[src/rtl/mdu_ctrl_pkg.sv]
// Shared definitions for the multiply/divide sequencer: op codes, FSM states
// and small op-classification helpers.
package mdu_ctrl_pkg;

  typedef enum logic [2:0] {
    MDU_NONE  = 3'd0,
    MDU_MULT  = 3'd1,
    MDU_MULTU = 3'd2,
    MDU_DIV   = 3'd3,
    MDU_DIVU  = 3'd4
  } mdu_op_e;

  typedef enum logic [1:0] {
    ST_IDLE     = 2'd0,
    ST_MUL_WAIT = 2'd1,
    ST_DIV_WAIT = 2'd2,
    ST_DONE     = 2'd3
  } mdu_state_e;

  function automatic logic is_mul(input logic [2:0] op);
    return (op == MDU_MULT) || (op == MDU_MULTU);
  endfunction

  function automatic logic is_signed_op(input logic [2:0] op);
    return (op == MDU_MULT) || (op == MDU_DIV);
  endfunction

endpackage

[src/rtl/mdu_ctrl.sv]
// Sequencer for the shared multi-cycle multiply/divide datapath: arbitrates the
// two E-stage issue slots, starts the unit, stalls the pipe and writes HI/LO.
module mdu_ctrl
  import mdu_ctrl_pkg::*;
#(
  parameter int MUL_LAT = 3
) (
  input  logic        clk,
  input  logic        rst,
  input  logic [2:0]  E_master_mdu_op,
  input  logic [2:0]  E_slave_mdu_op,
  input  logic        E_master_rt_zero,
  input  logic        E_slave_rt_zero,
  input  logic        E_flush,
  output logic        mdu_sel_slave,
  output logic        mul_start,
  output logic        mul_signed,
  input  logic [63:0] mul_result,
  output logic        div_start,
  output logic        div_signed,
  output logic        div_abort,
  input  logic        div_done,
  input  logic [31:0] div_q,
  input  logic [31:0] div_r,
  output logic        mdu_stall,
  output logic        hilo_we,
  output logic [63:0] hilo_wdata
);

  mdu_state_e  state_q, state_d;
  logic [3:0]  cnt_q, cnt_d;
  logic        served_q, served_d;
  logic        slot_q, slot_d;
  logic [2:0]  op_q, op_d;
  logic        nowr_q, nowr_d;
  logic [63:0] result_q, result_d;

  logic        req_m, req_s, pick_slave, pick_zero;
  logic [2:0]  pick_op;

  // Master wins unless it was already served while the slave waits behind it.
  assign req_m      = (E_master_mdu_op != MDU_NONE) && !served_q;
  assign req_s      = (E_slave_mdu_op != MDU_NONE);
  assign pick_slave = !req_m && req_s;
  assign pick_op    = pick_slave ? E_slave_mdu_op : E_master_mdu_op;
  assign pick_zero  = pick_slave ? E_slave_rt_zero : E_master_rt_zero;

  // NOTE: every signal written here gets a default first, so no path can
  // leave one unassigned and infer a latch.
  always_comb begin
    state_d    = state_q;
    cnt_d      = cnt_q;
    served_d   = served_q;
    slot_d     = slot_q;
    op_d       = op_q;
    nowr_d     = nowr_q;
    result_d   = result_q;
    mdu_sel_slave = 1'b0;
    mul_start  = 1'b0;
    mul_signed = 1'b0;
    div_start  = 1'b0;
    div_signed = 1'b0;
    div_abort  = 1'b0;
    mdu_stall  = 1'b0;
    hilo_we    = 1'b0;
    hilo_wdata = '0;

    unique case (state_q)
      ST_IDLE: begin
        mdu_sel_slave = pick_slave;
        if (req_m || req_s) begin
          mdu_stall = 1'b1;
          slot_d    = pick_slave;
          op_d      = pick_op;
          nowr_d    = 1'b0;
          if (is_mul(pick_op)) begin
            mul_start  = 1'b1;
            mul_signed = is_signed_op(pick_op);
            cnt_d      = 4'(MUL_LAT - 1);
            if (MUL_LAT == 1) begin
              result_d = mul_result;
              state_d  = ST_DONE;
            end else begin
              state_d  = ST_MUL_WAIT;
            end
          end else begin
            div_signed = is_signed_op(pick_op);
            if (pick_zero) begin
              // Divide by zero leaves HI/LO untouched and never starts the divider.
              nowr_d  = 1'b1;
              state_d = ST_DONE;
            end else begin
              div_start = 1'b1;
              state_d   = ST_DIV_WAIT;
            end
          end
        end else begin
          served_d = 1'b0;
        end
      end

      ST_MUL_WAIT: begin
        mdu_sel_slave = slot_q;
        mul_signed    = is_signed_op(op_q);
        mdu_stall     = 1'b1;
        cnt_d         = cnt_q - 4'd1;
        if (cnt_q <= 4'd1) begin
          result_d = mul_result;
          state_d  = ST_DONE;
        end
      end

      ST_DIV_WAIT: begin
        mdu_sel_slave = slot_q;
        div_signed    = is_signed_op(op_q);
        mdu_stall     = 1'b1;
        if (div_done) begin
          result_d = {div_r, div_q};
          state_d  = ST_DONE;
        end
      end

      ST_DONE: begin
        mdu_sel_slave = slot_q;
        mul_signed    = is_mul(op_q) && is_signed_op(op_q);
        div_signed    = !is_mul(op_q) && is_signed_op(op_q);
        hilo_we       = !nowr_q;
        hilo_wdata    = nowr_q ? 64'd0 : result_q;
        state_d       = ST_IDLE;
        // Keep the pipe frozen so the slave op is still in E for its turn.
        if (!slot_q && req_s) begin
          mdu_stall = 1'b1;
          served_d  = 1'b1;
        end else begin
          served_d  = 1'b0;
        end
      end

      default: state_d = ST_IDLE;
    endcase

    if (E_flush) begin
      state_d    = ST_IDLE;
      served_d   = 1'b0;
      mdu_stall  = 1'b0;
      hilo_we    = 1'b0;
      hilo_wdata = '0;
      mul_start  = 1'b0;
      div_start  = 1'b0;
      mul_signed = 1'b0;
      div_signed = 1'b0;
      div_abort  = (state_q == ST_DIV_WAIT);
    end

    if (rst) begin
      mdu_sel_slave = 1'b0;
      mul_start  = 1'b0;
      mul_signed = 1'b0;
      div_start  = 1'b0;
      div_signed = 1'b0;
      div_abort  = 1'b0;
      mdu_stall  = 1'b0;
      hilo_we    = 1'b0;
      hilo_wdata = '0;
    end
  end

  // NOTE: sequential state uses non-blocking assignments so every register
  // samples the pre-edge values regardless of statement order.
  always_ff @(posedge clk) begin
    if (rst) begin
      state_q  <= ST_IDLE;
      cnt_q    <= '0;
      served_q <= 1'b0;
      slot_q   <= 1'b0;
      op_q     <= '0;
      nowr_q   <= 1'b0;
      result_q <= '0;
    end else begin
      state_q  <= state_d;
      cnt_q    <= cnt_d;
      served_q <= served_d;
      slot_q   <= slot_d;
      op_q     <= op_d;
      nowr_q   <= nowr_d;
      result_q <= result_d;
    end
  end

endmodule

[config.mk]
export PLATFORM = sky130hd
export DESIGN_NAME = mdu_ctrl
export DESIGN_NICKNAME = d
export VERILOG_FILES = /design/src/rtl/mdu_ctrl_pkg.sv /design/src/rtl/mdu_ctrl.sv
export SDC_FILE = /design/constraint.sdc
export NUM_CORES = 1
export LEC_CHECK = 0
export BUFFER_PORTS_ARGS = -buffer_cell sky130_fd_sc_hd__buf_2
export CAP_MARGIN = 20
export CORE_AREA = 3 3 92 103
export CTS_CLUSTER_DIAMETER = 30
export DETAILED_ROUTE_END_ITERATION = 16
export DIE_AREA = 0 0 95 106
export GPL_TIMING_DRIVEN = 0
export PLACE_DENSITY = 0.87
export SKIP_LAST_GASP = 1
export SYNTH_ARGS = -nofsm -noshare
export SYNTH_HDL_FRONTEND = slang
export SYNTH_SLANG_ARGS = --single-unit
[constraint.sdc]
create_clock -name clk -period 5.85 [get_ports clk]
set_input_delay 1.17 -clock clk [delete_from_list [all_inputs] [get_ports clk]]
set_output_delay 1.17 -clock clk [all_outputs]
set_load 0.01 [all_outputs]
# After elaboration in Yosys (flattened, before gate mapping)
# Cells that the tools add are included.
[word_totals]
ff_bits = 76
inputBits = 140
output_inout_bits = 72
wordCells = 107
[classes]
n_addsub = 1
order_cmp = 1
eq_ne = 14
mux = 55
n_reduce_logical = 29
[op_table]
columns = ["op", "count"]
rows = [
  ["64-bit 2-to-1 mux", 6],
  ["64-bit case mux with 2 select lines", 1],
  ["1-bit 2-to-1 mux", 34],
  ["3-bit by 2-bit equality test with 1-bit output, second input constant", 4],
  ["2-bit != test, second input constant", 5],
  ["1-bit case mux with 3 select lines", 3],
  ["3-bit AND reduction", 3],
  ["2-bit 2-to-1 mux", 4],
  ["4-bit 2-to-1 mux", 2],
  ["2-bit case mux with 4 select lines", 1],
  ["4-bit case mux with 2 select lines", 1],
  ["3-bit by 1-bit equality test with 1-bit output, second input constant", 2],
  ["2-bit nonzero test", 3],
  ["3-bit nonzero test", 2],
  ["1-bit logical AND", 5],
  ["1-bit zero test", 5],
  ["1-bit logical OR", 5],
  ["2-bit equality test, second input constant", 2],
  ["4-bit by 1-bit <= comparator with 1-bit output, second input constant", 1],
  ["1-bit case mux with 2 select lines", 2],
  ["2-bit AND reduction", 2],
  ["2-bit OR reduction", 2],
  ["4-bit by 1-bit subtractor with 4-bit output, second input constant", 1],
  ["3-bit 2-to-1 mux", 1],
  ["other kinds (3)", 3],
]

# Logic depth before layout (Yosys ltp)
[depth]
ltp_word = 12
depth_mapped = 10
ltp_nobuf = 8

# Worst setup path after synthesis
# Ideal clock, no wire load.
[synth_path]
path_type = "input port to output port"
startpoint = "in E_slave_mdu_op[0]"
endpoint = "out mul_signed"
arrival_ps = 2385
required_time_ps = 4680
slack_ps = 2295
cell_stages = 7
n_path_buf = 1
path_cell_list = "or3_1 > buf_2 > nand2_1 > a21oi_1 > nor2_1 > nand3b_1 > a211oi_1"
[synth_between]
elab_chain_cells = 10
elab_cells_between_ends = 14
cone_classes = "eq/ne: 3; mux: 6; reduce/logical: 5"
[synth_rtl]
columns = ["element", "line_no", "text"]
rows = [
  ["start, declared", "mdu_ctrl.sv:11", "input logic [2:0] E_slave_mdu_op,"],
  ["3-bit nonzero test", "mdu_ctrl.sv:43", "assign req_s = (E_slave_mdu_op != MDU_NONE);"],
  ["1-bit logical AND", "mdu_ctrl.sv:44", "assign pick_slave = !req_m && req_s;"],
  ["3-bit 2-to-1 mux", "mdu_ctrl.sv:45", "assign pick_op = pick_slave ? E_slave_mdu_op : E_master_mdu_op;"],
  ["3-bit by 1-bit equality test with 1-bit output, or another cell as far along", "mdu_ctrl_pkg.sv:21, mdu_ctrl_pkg.sv:25", ""],
  ["1-bit logical OR (on tied branches)", "mdu_ctrl_pkg.sv:25, mdu_ctrl_pkg.sv:21", ""],
  ["1-bit 2-to-1 mux", "mdu_ctrl.sv:76", "if (is_mul(pick_op)) begin"],
  ["1-bit 2-to-1 mux (*)", "mdu_ctrl.sv:71", "if (req_m || req_s) begin"],
  ["1-bit case mux with 3 select lines (*)", "mdu_ctrl.sv:68", "unique case (state_q)"],
  ["1-bit 2-to-1 mux (*)", "mdu_ctrl.sv:142", "if (E_flush) begin"],
  ["1-bit 2-to-1 mux (*)", "mdu_ctrl.sv:155", "if (rst) begin"],
  ["end, declared", "mdu_ctrl.sv:17", "output logic mul_signed,"],
]
# Mark *: on every way between the ends. The rest lies on a longest branch, timed or not.

# Final worst setup path
[layout_path]
startpoint = "in rst"
endpoint = "out hilo_wdata[52]"
[layout_between]
elab_chain_cells = 1
[layout_rtl]
columns = ["element", "line_no", "text"]
rows = [
  ["start, declared", "mdu_ctrl.sv:9", "input logic rst,"],
  ["64-bit 2-to-1 mux", "mdu_ctrl.sv:155", ""],
  ["end, declared", "mdu_ctrl.sv:27", "output logic [63:0] hilo_wdata"],
]
# Every way passes these cells.

==> metrics.yaml <==
outcome:
  status: "finished, final reports clean"
sta:
  finalHoldViolations: 0
  hold_slack_ns: 0.494
  worst_pin_slew_ns: 0.755
  final.period_utilization: 0.731
  rsz0062_at_grt: "false"
  maxSlewViolCount: 0
  setup_ws_ns: 1.58
  setup-tns-final_ns: 0
  slew_headroom: 0.496
  fmax_mhz: 234
  fin_crit_ns: 4.27
  clock_skew_ns: 0.00738
  setup_viol: 0
drt:
  drtIter0Drc: 137
  wl_per_cell_um: 15.0
  routed-via-count: 4348
  drc: 0
  dr.pass1.iters: 4
  viasPerCell: 5.32
  drt-total-wl_um: 12300
  antenna_left: 0
cts:
  cts_setup_buffers: 0
  root_buffer: "clkbuf_8"
  cts_inserted_buffers: 9
  clkTransAtPathRegs_ns: 0.07
  clock_sinks: 76
  clk_latency_ns: 0.35
  cts_tree: "done"
  post_cts_resized: 0
  ctsLongestPathBuffers: 2
  cts_htree_levels: 3
  hold_buffers: 0
placed_design:
  finalWeightedCongestion: 0.861
  pre_cts_ws_ns: 1.53
  io_buffers: 211
  dp_hpwl_um: 9670
  placed_cell_area_mm2: 0.00539
critical_path:
  r2r_setup_slack_ns: 3.36
  crit_path_end: "hilo_wdata[52]"
  cp_num_buf_inv: 4
  path_depth: 7
  crit_path_end_kind: "output pin"
  crit_type: "input pin to output pin"
  cp_max_fo: 10
  max_stage_delay_ns: 0.45
  critPathLaunchType: "input pin"
  arrival_ns: 3.10
  cpLargestDelayFamily: "buffers and inverters"
  worstPathCellList: "buf_2, or2_1, nor3b_1, clkbuf_1, clkbuf_1, and2_1, buf_2"
  required_ns: 4.68
  crit_slowest_cell: "clkbuf_1"
  ff2ff_path_depth: 9
  rr_endpoint: "result_q[8]$_SDFFE_PP0P_"
  r2r-start: "state_q[0]$_SDFFE_PP0P_"
  crit_start: "rst"
synthesis:
  ys.warnings.count: 0
  synth_area_mm2: 0.00419
  synth_common_cells: "nor2_1 (85), dfxtp_1 (76), a211oi_1 (67), mux2i_1 (67), and2_1 (65)"
  ys.flop_type: "dfxtp_1"
  yosys_register_bits: 76
  syn_inst: 480
  synth_area_leaders: "dfxtp_1 (36%), mux2i_1 (16%), a211oi_1 (12%), and2_1 (9.7%), nor2_1 (7.6%)"
  yosysUniqueCellTypes: 41
  yosys.area.top_type_share: 0.363
  ys_async_sr_fraction: 0
  synth_nets: 627
  yosysSeqAreaShare: 0.363
  synth.avg_cell_area_um2: 8.74
  synth_edf_count: 0
  synth_top_cell_by_area: "dfxtp_1"
  yosysMostFrequentCell: "nor2_1"
cells_and_area:
  nFillCells: 718
  utilization: 0.665
  areaGrowthSynthToFinish_pct: 34.0
  design_area_mm2: 0.00562
  drive_gt1_frac: 0.356
  antennaDiodeCount: 0
  nNetsFinal: 849
worst_hold_path:
  hold_path_class: "flop to flop"
grt:
  gr-total-overflow: 0
  grt_pass1_vias: 4137
  groute.usage.overall: 0.237
  grt_pass1_wl_um: 18900
  antenna_found_initial: 0
  grt_max_degree: 15
die:
  fp.coreArea_mm2: 0.00845
  start_util: 0.496
  fp.dieH_um: 106
  dieWidth_um: 95
  io_pins: 212
  dieArea_mm2: 0.0101
  num_rows: 35
pwr:
  p_leak_nw: 2.59
  power.density_mw_per_mm2: 275
  peakVddDrop_v: 0.000166
flow_run:
  cap_violations: 0
[cells in the final DEF (no fill, tap or decap), types with 3 or more instances in the layout]
cell / instances
a211oi_1: 67
a21oi_1: 10
a32o_1: 3
and2_1: 65
buf_2: 224
clkbuf_1: 27
clkbuf_8: 10
dfxtp_1: 76
ha_1: 7
inv_1: 7
mux2i_1: 67
nand2_1: 4
nand3_1: 3
nor2_1: 85
nor3_1: 3
nor3b_1: 4
o21ai_0: 3
[layout make-up]
class,count,area (µm²),area share
Multi-Input combinational cell,356,2480,0.440
Sequential cell,76,1520,0.271
Timing Repair Buffer,211,1060,0.188
Buffer,40,166,0.0296
Tap cell,111,139,0.0247
Clock buffer,10,138,0.0245
Clock inverter,6,95.1,0.0169
Inverter,8,30.0,0.00534
[layer usage]
| metal | global-route usage | routed length, µm | share of wire |
|---|---|---|---|
| met4 | 0.0948 | 228 | 0.019 |
| met5 | 0 | 0 | 0 |
| met2 | 0.415 | 6290 | 0.51 |
| met3 | 0.0481 | 928 | 0.076 |
| met1 | 0.277 | 4820 | 0.39 |
[worst min path at each step]
stage | cells after the start | start | to
floorplan | 2 | op_q[2]$_SDFFE_PP0P_ | op_q[2]$_SDFFE_PP0P_
global placement | 2 | op_q[2]$_SDFFE_PP0P_ | op_q[2]$_SDFFE_PP0P_
detailed placement | 2 | result_q[63]$_SDFFE_PP0P_ | result_q[63]$_SDFFE_PP0P_
CTS | 2 | result_q[63]$_SDFFE_PP0P_ | result_q[63]$_SDFFE_PP0P_
global route | 2 | result_q[39]$_SDFFE_PP0P_ | result_q[39]$_SDFFE_PP0P_
finish | 2 | result_q[18]$_SDFFE_PP0P_ | result_q[18]$_SDFFE_PP0P_
[registers in the layout (all words and copies together), names as in the netlist]
name      cells
result_q     64
cnt_q         4
op_q          3
state_q       2
nowr_q        1
served_q      1
slot_q        1
[metrics by stage]
step                power (mW)  cells
floorplan                0.961    480
global placement          1.08    802
detailed placement        1.10    802
CTS                       1.56    818
global route              1.64    818
finish                    1.55    818
[report_power, final]
| group | total (mW) | leakage [nW] | switching, mW | internal (mW) |
|---|---|---|---|---|
| combinational | 0.430 | 1.85 | 0.244 | 0.185 |
| sequential | 0.659 | 0.626 | 0.0455 | 0.614 |
| clock | 0.458 | 0.117 | 0.202 | 0.256 |
| total | 1.55 | 2.59 | 0.492 | 1.06 |
[cells by family after synthesis]
group,count (synthesis),synth area share
AND/OR/NAND/NOR,180,0.222
flip-flops,76,0.363
adder cells (fa/ha/maj),7,0.0209
multiplexers,67,0.160
buffers and inverters,48,0.0468
AO/OA/AOI/OAI,102,0.187
[worst reg2reg max path, delay by kind of cell, from the launching register on]
| kind | cells | cell delay, ns |
|---|---|---|
| flops | 1 | 0.40 |
| simple gates | 2 | 0.33 |
| compound gates | 2 | 0.30 |
| fa+ha+maj | 1 | 0.20 |
| buf+inv | 4 | 1.14 |
No activity file was read; power rests on OpenSTA's default activity.
